`config.mk`:
```
export PLATFORM = sky130hd
export DESIGN_NAME = uart_rx
export DESIGN_NICKNAME = d
export VERILOG_FILES = /design/src/rtl/uart_rx.sv
export SDC_FILE = /design/constraint.sdc
export NUM_CORES = 1
export LEC_CHECK = 0
export ABC_AREA = 1
export BUFFER_PORTS_ARGS = -buffer_cell sky130_fd_sc_hd__buf_2
export CORE_UTILIZATION = 40
export DETAILED_ROUTE_END_ITERATION = 10
export GPL_ROUTABILITY_DRIVEN = 1
export PLACE_DENSITY_LB_ADDON = 0.08
export SYNTH_ARGS = -nofsm -noshare
export SYNTH_HDL_FRONTEND = slang
export SYNTH_SLANG_ARGS = --single-unit
```
`constraint.sdc`:
```
create_clock -name clk -period 3.08 [get_ports clk]
set_input_delay 0.616 -clock clk [delete_from_list [all_inputs] [get_ports clk]]
set_output_delay 0.616 -clock clk [all_outputs]
set_load 0.005 [all_outputs]
```
`src/rtl/uart_rx.sv`:
```
// 8N1 UART receiver: 2-FF input synchroniser, mid-bit sampling FSM and a
// one-entry valid/ready holding register with framing-error and overrun pulses.
module uart_rx #(
  parameter int CLKS_PER_BIT = 217
) (
  input  logic       clk,
  input  logic       reset,
  input  logic       rxd,
  output logic [7:0] data,
  output logic       valid,
  input  logic       ready,
  output logic       frame_err,
  output logic       overrun,
  output logic       busy
);

  localparam int CW = (CLKS_PER_BIT > 1) ? $clog2(CLKS_PER_BIT) : 1;
  localparam logic [CW-1:0] BIT_LOAD  = CW'(CLKS_PER_BIT - 1);
  localparam logic [CW-1:0] HALF_LOAD = CW'(CLKS_PER_BIT / 2 - 1);

  typedef enum logic [2:0] {
    IDLE,
    START,
    DATA,
    STOP,
    WAIT_HIGH
  } state_e;

  logic          sync1_q;
  logic          rxs_q;
  state_e        state_q;
  logic [CW-1:0] cnt_q;
  logic [2:0]    bit_q;
  logic [7:0]    shift_q;
  logic [7:0]    data_q;
  logic          valid_q;
  logic          frame_err_q;
  logic          overrun_q;

  // Both stages reset high so a reset never looks like a start edge.
  always_ff @(posedge clk or posedge reset) begin
    if (reset) begin
      sync1_q <= 1'b1;
      rxs_q   <= 1'b1;
    end else begin
      sync1_q <= rxd;
      rxs_q   <= sync1_q;
    end
  end

  always_ff @(posedge clk or posedge reset) begin
    if (reset) begin
      state_q     <= IDLE;
      cnt_q       <= '0;
      bit_q       <= '0;
      shift_q     <= '0;
      data_q      <= '0;
      valid_q     <= 1'b0;
      frame_err_q <= 1'b0;
      overrun_q   <= 1'b0;
    end else begin
      frame_err_q <= 1'b0;
      overrun_q   <= 1'b0;
      // A delivery later in this block overrides this clear.
      if (valid_q && ready) begin
        valid_q <= 1'b0;
      end

      case (state_q)
        IDLE: begin
          if (!rxs_q) begin
            state_q <= START;
            cnt_q   <= HALF_LOAD;
          end
        end

        START: begin
          if (cnt_q == '0) begin
            if (rxs_q) begin
              state_q <= IDLE;
            end else begin
              state_q <= DATA;
              bit_q   <= '0;
              cnt_q   <= BIT_LOAD;
            end
          end else begin
            cnt_q <= cnt_q - 1'b1;
          end
        end

        DATA: begin
          if (cnt_q == '0) begin
            shift_q <= {rxs_q, shift_q[7:1]};
            cnt_q   <= BIT_LOAD;
            if (bit_q == 3'd7) begin
              state_q <= STOP;
            end else begin
              bit_q <= bit_q + 3'd1;
            end
          end else begin
            cnt_q <= cnt_q - 1'b1;
          end
        end

        STOP: begin
          if (cnt_q == '0) begin
            if (rxs_q) begin
              // Returning to IDLE mid stop bit lets a back-to-back start edge in.
              state_q <= IDLE;
              if (!valid_q || ready) begin
                data_q  <= shift_q;
                valid_q <= 1'b1;
              end else begin
                overrun_q <= 1'b1;
              end
            end else begin
              frame_err_q <= 1'b1;
              state_q     <= WAIT_HIGH;
            end
          end else begin
            cnt_q <= cnt_q - 1'b1;
          end
        end

        WAIT_HIGH: begin
          if (rxs_q) begin
            state_q <= IDLE;
          end
        end

        default: state_q <= IDLE;
      endcase
    end
  end

  assign data      = data_q;
  assign valid     = valid_q;
  assign frame_err = frame_err_q;
  assign overrun   = overrun_q;
  assign busy      = (state_q != IDLE);

endmodule

```
==> run metrics <==
Startpoint Class register; final-report setup violation count 0; Syn Std Cell Area 1760 um^2; Post CTS Setup Buffer Count 0; status finished, final reports clean; Pre-Repair DR Iteration Count 4; met2 Usage GRT 0.272; DP Wirelength 2.36 mm; Yosys reg bits 35; Chip Height 68.3 um; slowest cell on the critical path dfrtp_1; vias in the first global route 1,333; Pwr Density 422 nW/um^2; die area 4670 um^2; cts bufs inserted 5; post-synthesis async set-or-reset flop share 1.00; io pins 16; area leader, netlist dfrtp_1; Max stage delay on crit path 0.40 ns; Vias 1,356; met3 GRT Util 0.0533; share of the synthesized area in the top cell type 0.469; layout cells sized above 1 0.218; met1 Resource Use GR 0.216; GRT Total Usage 0.171; Slew @ Worst Pin 0.500 ns; Synth Flop Type dfrtp_1; Worst R2R Setup Slack 1.42 ns; Pleak 0.00106 uW; Max-slew headroom 0.665; Clock transition at path regs 0.06 ns; Worst Hold Class register to register; die width 68.3 um; min cycle time layout 1.78 ns; Worst Path Arrival 1.16 ns; WL final 3.25 mm; unrepaired setup endpoints after global routing no; initial DRC count 65; largest net degree at the start of global routing 36; post-synth net total 215; total number of H-tree levels 2; Hold Buf Count CTS 0; Site Rows 23; GPL Wtd Cong 0.832; Layout Skew 0.00718 ns; Worst-Skew Late Latency 0.29 ns; VDD IR-drop max 0.295 mV; Avg WL per Cell 11.6 um; largest cells by area after synthesis dfrtp_1 47%, nand2_1 13%, o21ai_0 7.1%, inv_1 4.9%, o21ai_2 3.5%; CP Class register to output pin; fin util 0.484; first-pass GRT wire length 5.81 mm; CTS Buffer Depth 2; Syn Area/Cell 8.50 um^2; initial antenna violation count 0; CP endpoint kind output pin; CP Cell Sequence nor2_1, nand2_1, buf_2; port bufs 15; Tcrit/Tclk final 0.578; nets@finish 236; Layout area overhead 13.2%; Synth Warn # 0; via/cell ratio 4.86; register area share after synthesis 0.499; Cell variety after synth 24; CTS tree built; Root Buffer clkbuf_8; pins over their slew limit 0; effective utilization at floorplan 0.428; grt ovf 0; Commonest cells post-synth 61 x nand2_1, 33 x dfrtp_1, 25 x o21ai_0; # resized after CTS 0; MaxCap Viol Count 0; Power Total 841 uW; CTS Sinks 35; Residual DRC 0; most frequent cell after synthesis nand2_1; EDFF count, synth 0; Post-Syn Instances 207; Routed Antenna Nets 0; # diodes 0; Max Fclk 562 MHz; Core ar. 4120 um^2; setup tns final 0 ns; Req. time, crit path 2.46 ns; CP max FO 5; global routing's busiest layer met2; Final Hold Vio Count 0
final cells by class:
type / instances / area, um^2
Clock buffer: 7 / 96.3
Clock inverter: 1 / 7.51
Fill cell: 416 / 2120
Inverter: 25 / 93.8
Multi-Input combinational cell: 145 / 772
Sequential cell: 35 / 878
Tap cell: 50 / 62.6
Timing Repair Buffer: 16 / 82.6
metal layers:
| layer | vias up | part of all wire | wire length [um] |
|---|---|---|---|
| met5 | - | 0 | 0 |
| met4 | 0 | 0.015 | 49 |
| met3 | 5 | 0.049 | 160 |
| met2 | 28 | 0.43 | 1390 |
| met1 | 625 | 0.51 | 1650 |
| li1 | 698 | - | - |
final timing paths:
path                                  from  endpoint  cells past startpoint
worst min-delay path               sync1_q     rxs_q                      0
worst min register to register     sync1_q     rxs_q                      0
worst max register to register    cnt_q[0]  bit_q[1]                      9
min in group asynchronous            reset  cnt_q[3]                      3
worst max-delay path            state_q[1]      busy                      3
max in group asynchronous            reset   sync1_q                      3
worst max-delay path: cells and delay by family, from the launching register on:
kind	cells	cell delay [ns]
flip-flops	1	0.40
buffers and inverters	1	0.14
AND/OR/NAND/NOR	2	0.35
cells in the final DEF, fill, tap and decap left out:
cell and count:
inv_1 23, buf_4 1, inv_2 2, nor2_1 15
nand3_2 1, buf_2 15, o21ai_0 25, and3_2 1
nand4_1 2, nor2_4 4, nand3_1 11, dfstp_2 2
clkbuf_8 7, xnor2_1 1, clkinvlp_4 1, o21ai_2 7
nor2_8 1, a21oi_1 2, a21boi_0 1, or2_2 1
nand2_1 61, dfrtp_1 33, xor2_1 1, nand2_4 3
nand2_2 4, ha_1 4
power breakdown:
group / leakage (uW) / switching (uW) / internal, uW
combinational: 0.000554 / 10.9 / 2.81
sequential: 0.000451 / 1.25 / 462
clock: 0.0000505 / 161 / 203
through the flow:
step | setup slack [ns] | cells | hold slack, ns | instance area, um^2
2_1_floorplan | 1.54 | 207 | 0.345 | 1760
3_3_place_gp | 1.43 | 271 | 0.348 | 1890
3_5_place_dp | 1.41 | 271 | 0.349 | 1890
4_1_cts | 1.30 | 279 | 0.359 | 1990
5_1_grt | 1.20 | 279 | 0.361 | 1990
6_report | 1.30 | 279 | 0.357 | 1990
cell families (layout without fill, tap and decap cells):
group                    count (synthesis)  count (layout)  synth area share
buffers and inverters                   27              49            0.0625
adder cells (fa/ha/maj)                  4               4            0.0284
AND/OR/NAND/NOR                        104             104             0.284
flip-flops                              35              35             0.499
AO/OA/AOI/OAI                           35              35             0.116
XOR/XNOR                                 2               2           0.00995
sequential cells by signal, indices dropped and copies added, names as in the netlist:
name,flops
cnt_q,8
state_q,3
rxs_q,1
data,8
valid,1
shift_q,8
bit_q,3
overrun,1
sync1_q,1
frame_err,1
Note: power is estimated with default switching activity, not from simulation.
